### src/rtl/imem_loader.sv
// imem_loader: receives a length-prefixed byte stream and writes it into
// instruction memory as 32-bit little-endian words. The RV32I core is held
// in reset until the whole image has been written.
module imem_loader #(
    parameter int ADDR_W = 8
) (
    input  logic              clk,
    input  logic              reset,
    input  logic              rx_valid,
    input  logic [7:0]        rx_data,
    output logic              rx_ready,
    output logic              mem_we,
    output logic [ADDR_W-1:0] mem_addr,
    output logic [31:0]       mem_wdata,
    output logic              core_reset,
    output logic              done,
    output logic              err
);

    typedef enum logic [2:0] {
        LEN_LO = 3'd0,
        LEN_HI = 3'd1,
        DATA   = 3'd2,
        WRITE  = 3'd3,
        DONE   = 3'd4,
        ERR    = 3'd5
    } state_t;

    // Image depth in words, widened so 2^ADDR_W itself is representable.
    localparam logic [16:0] DEPTH = 17'd1 << ADDR_W;

    state_t            state_q, state_d;
    logic [15:0]       len_q, len_d;
    logic [ADDR_W-1:0] widx_q, widx_d;
    logic [1:0]        bidx_q, bidx_d;
    logic [23:0]       asm_q, asm_d;
    logic [ADDR_W-1:0] addr_q, addr_d;
    logic [31:0]       wdata_q, wdata_d;
    logic              accept;
    logic [15:0]       n_full;
    logic              last_word;

    // Handshake and status outputs decoded from the current state; reset
    // suppresses acceptance and any write strobe in the same cycle.
    always_comb begin
        rx_ready   = !reset && (state_q == LEN_LO || state_q == LEN_HI || state_q == DATA);
        accept     = rx_valid && rx_ready;
        mem_we     = !reset && (state_q == WRITE);
        core_reset = (state_q != DONE);
        done       = (state_q == DONE);
        err        = (state_q == ERR);
        mem_addr   = addr_q;
        mem_wdata  = wdata_q;
    end

    // Next-state logic: length capture, word assembly and write sequencing.
    always_comb begin
        state_d   = state_q;
        len_d     = len_q;
        widx_d    = widx_q;
        bidx_d    = bidx_q;
        asm_d     = asm_q;
        addr_d    = addr_q;
        wdata_d   = wdata_q;
        n_full    = {rx_data, len_q[7:0]};
        last_word = ((17'(widx_q) + 17'd1) == {1'b0, len_q});

        case (state_q)
            LEN_LO: begin
                if (accept) begin
                    len_d[7:0] = rx_data;
                    state_d    = LEN_HI;
                end
            end
            LEN_HI: begin
                if (accept) begin
                    len_d  = n_full;
                    widx_d = '0;
                    bidx_d = 2'd0;
                    if (n_full == 16'd0) begin
                        state_d = DONE;
                    end else if ({1'b0, n_full} > DEPTH) begin
                        state_d = ERR;
                    end else begin
                        state_d = DATA;
                    end
                end
            end
            DATA: begin
                if (accept) begin
                    bidx_d = bidx_q + 2'd1;
                    case (bidx_q)
                        2'd0: asm_d[7:0]   = rx_data;
                        2'd1: asm_d[15:8]  = rx_data;
                        2'd2: asm_d[23:16] = rx_data;
                        default: begin
                            // Fourth byte completes the word: present it for one WRITE cycle.
                            addr_d  = widx_q;
                            wdata_d = {rx_data, asm_q};
                            state_d = WRITE;
                        end
                    endcase
                end
            end
            WRITE: begin
                if (last_word) begin
                    state_d = DONE;
                end else begin
                    widx_d  = widx_q + 1'b1;
                    state_d = DATA;
                end
            end
            DONE:    state_d = DONE;
            ERR:     state_d = ERR;
            default: state_d = LEN_LO;
        endcase
    end

    // State and datapath registers with synchronous reset.
    always_ff @(posedge clk) begin
        if (reset) begin
            state_q <= LEN_LO;
            len_q   <= '0;
            widx_q  <= '0;
            bidx_q  <= '0;
            asm_q   <= '0;
            addr_q  <= '0;
            wdata_q <= '0;
        end else begin
            state_q <= state_d;
            len_q   <= len_d;
            widx_q  <= widx_d;
            bidx_q  <= bidx_d;
            asm_q   <= asm_d;
            addr_q  <= addr_d;
            wdata_q <= wdata_d;
        end
    end

endmodule

### config.mk
export PLATFORM = sky130hd
export DESIGN_NAME = imem_loader
export DESIGN_NICKNAME = d
export VERILOG_FILES = /design/src/rtl/imem_loader.sv
export SDC_FILE = /design/constraint.sdc
export NUM_CORES = 1
export LEC_CHECK = 0
export ABC_AREA = 1
export CAP_MARGIN = 5
export CORE_AREA = 2 2 88 90
export DETAILED_ROUTE_END_ITERATION = 6
export DIE_AREA = 0 0 90 92
export DONT_BUFFER_PORTS = 1
export GPL_TIMING_DRIVEN = 1
export PLACE_DENSITY = 0.78
export SLEW_MARGIN = 20
export SYNTH_ARGS = -nofsm -noshare
export SYNTH_HDL_FRONTEND = slang
export SYNTH_SLANG_ARGS = --single-unit
### constraint.sdc
create_clock -name clk -period 3 [get_ports clk]
set_input_delay 0.6 -clock clk [delete_from_list [all_inputs] [get_ports clk]]
set_output_delay 0.6 -clock clk [all_outputs]
set_load 0.01 [all_outputs]
==> results.yml <==
synthesis:
  syn_area_sq_mm: 0.00395
  ys_types: 27
  synth_warnings: 0
  synth.net_count: 564
  yosys-top-cells-area: "dfxtp_1 47%, nor2_1 13%, o21ai_0 11%"
  synth_cells: 548
  synth_common_cells: "137 x nor2_1, 93 x dfxtp_1, 89 x o21ai_0"
  synth_xor_xnor_area_share_pct: 0.222
  yosysSeqAreaShare_pct: 47.1
  synth_top_flop_cell: "dfxtp_1"
  synth_compound_area_share_pct: 16.3
  yosysTopAreaCellShare_pct: 47.1
  synth_largest_area_cell: "dfxtp_1"
  postSynthAreaPerCell_sq_um: 7.21
  synth_top_family_by_area: "simple AND/OR/NAND/NOR gates"
  yosys.area_share.simple_pct: 27.6
  synthMuxAreaShare_pct: 0
  synth_edf_count: 0
  synth.most_common_cell: "nor2_1"
  ys_ff_latch: 93
  synthArstFlopShare_pct: 0
  synthAdderAreaFrac_pct: 1.58
worst_setup_path:
  end_kind: "register"
  crit_arrival_ns: 2.71
  r2r-end: "mem_wdata[25]"
  rrSetupSlack_ns: 0.53
  cp-start-kind: "register"
  r2r-start: "state_q[1]"
  worstRegToRegCells: 13
  critPathKind: "reg2reg"
  crit_path_max_fanout: 49
  required_ns: 3.23
sta:
  worst_pin_slew_ns: 0.654
  fmax_mhz: 404
  fin_crit_ns: 2.47
  relSlewSlack_pct: 56.4
  fin_crit_sh_pct: 82.5
  rsz0062_at_grt: "false"
  finalSetupViolCount: 0
  slew_violations: 0
  skew_ns: 0.0101
  tns_ns: 0
  final_hold_viol_count: 0
clock_tree:
  numClockSinks: 93
  numCtsBuffers: 9
  cts_hold_buf: 0
  tritoncts: "done"
  clkLatencyLatePin_ns: 0.36
  h-tree-depth: 3
  post_cts_buffers: 0
  cts.clk_slew.worst_paths_ns: 0.09
  cts_buffer_depth: 2
  cts-resized-gates: 0
  clock-root-buffer: "clkbuf_8"
finish:
  area_delta_synth_final_pct: 6.21
  layout-drive-gt1-share_pct: 6.99
  n_antenna_cell: 0
  fin_nets: 555
  final_core_util_pct: 56.3
job:
  cap_violations: 0
hold_path:
  hold_depth: 1
  hold_end: "widx_q[7]"
  min_path_type: "in2reg"
  worstHoldStart: "reset"
pwr:
  ir_worst_vdd_v: 0.000466
  intPower_mw: 1.90
  p_seq_share_pct: 49.2
  switching_share_pct: 33.0
  clkPwrFrac_pct: 30.1
  powerDensity_mw_per_mm2: 674
  comb_power_share_pct: 20.7
  p_leak_nw: 1.69
  p_sw_mw: 0.933
global_routing:
  grt_pass1_wl_mm: 14.8
  grt_max_degree: 88
  grt_pass1_vias: 3197
  antenna_found_initial: 0
  grt_overflow: 0
  gr-usage-all-layers_pct: 22.1
routing:
  num_vias: 3433
  route.met3.wl_um: 513
  drc: 0
  wl_per_cell_um: 13.5
  ant_nets: 0
  routed.top_layer: "met4"
  drt_iter0_drc: 238
  drt-met1-wl_mm: 3.98
  drt_first_pass_iters: 5
  wl_met2_mm: 4.06
  viasPerCell: 5.31
  totalWireLength_mm: 8.75
floorplan:
  core_sq_mm: 0.00745
  fp.dieH_um: 92
  start_util_pct: 53.0
  dieArea_sq_mm: 0.00828
  die_w_um: 90
  ios: 56
  placementRows: 32
placed_design:
  dp_hpwl_mm: 6.24
  gp_congestion: 0.903
  port_buffers: 0
run_status:
  outcome: "finished, final reports clean"
==> layer usage <==
layer | track usage, % | vias up
li1 | - | 1756
met1 | 28.0 | 1568
met2 | 35.8 | 91
met3 | 5.09 | 18
met4 | 10.3 | 0
met5 | 0 | -
==> registers in the layout, summed over array words and instances (netlist names) <==
signal / count
mem_wdata: 32
asm_q: 24
len_q: 16
mem_addr: 8
widx_q: 8
state_q: 3
bidx_q: 2
==> cells in the final DEF (no fill, tap or decap), drive strengths merged <==
master and count:
a21oi 37, a31oi 1, buf 2, bufinv 1
clkbuf 9, clkinv 10, dfxtp 93, ha 5
inv 42, nand2 67, nand3 31, nand3b 1
nand4 9, nor2 142, nor3 2, nor4 1
o21ai 90, xor2 1
==> worst max-delay path: stages, from the launching register on <==
cell	delay (ns)
dfxtp_1	0.44
nor2_2	0.08
inv_2	0.08
nor2_4	0.05
inv_2	0.09
nand2_2	0.06
nand2_1	0.07
clkinv_2	0.10
nand2_4	0.13
nor2_8	0.05
nand2_4	0.22
clkinv_2	0.52
o21ai_0	0.36
a21oi_1	0.06
==> per-stage QoR <==
| stage | worst slack (ns) | total power, mW | hold slack (ns) | std cells | cell area [sq um] |
|---|---|---|---|---|---|
| floorplan | 1.07 | 1.87 | 0.430 | 548 | 3950 |
| global placement | 0.675 | 1.97 | 0.440 | 630 | 3990 |
| detailed placement | 0.529 | 2.00 | 0.449 | 630 | 3990 |
| CTS | 0.527 | 2.83 | 0.292 | 646 | 4200 |
| global route | 0.215 | 2.98 | 0.289 | 646 | 4200 |
| finish | 0.526 | 2.83 | 0.300 | 646 | 4200 |
==> kinds of logic (layout without fill, tap and decap cells) <==
family                   after synthesis  in the layout
AND/OR/NAND/NOR                      253            253
flip-flops                            93             93
XOR/XNOR                               1              1
AO/OA/AOI/OAI                        128            128
adder cells (fa/ha/maj)                5              5
buffers and inverters                 68             64
==> power groups by stage <==
stage / combinational (mW) / clock [mW] / sequential, mW
2_1_floorplan: 0.479 / 0 / 1.39
3_3_place_gp: 0.562 / 0 / 1.41
3_5_place_dp: 0.580 / 0 / 1.42
4_1_cts: 0.583 / 0.863 / 1.39
5_1_grt: 0.675 / 0.906 / 1.40
6_report: 0.586 / 0.851 / 1.39
==> how the worst max path moves through the flow <==
stage               cells past startpoint             to  slack, ns  startpoint
floorplan                              12    mem_addr[1]       1.07       reset
global placement                       13    mem_addr[5]       0.67  state_q[1]
detailed placement                     13    mem_addr[6]       0.53  state_q[1]
CTS                                    13    mem_addr[6]       0.53  state_q[1]
global route                           13    mem_addr[6]       0.21  state_q[1]
finish                                 13  mem_wdata[25]       0.53  state_q[1]
==> cell type report <==
type | count | area, sq um
clock buffer | 9 | 124
clock inverter | 7 | 82.6
fill | 736 | 3250
inverter | 46 | 179
multi-input combinational | 387 | 1810
sequential | 93 | 1860
tap | 102 | 128
timing repair buffer | 2 | 15.0
No activity file was read; power rests on OpenSTA's default activity.
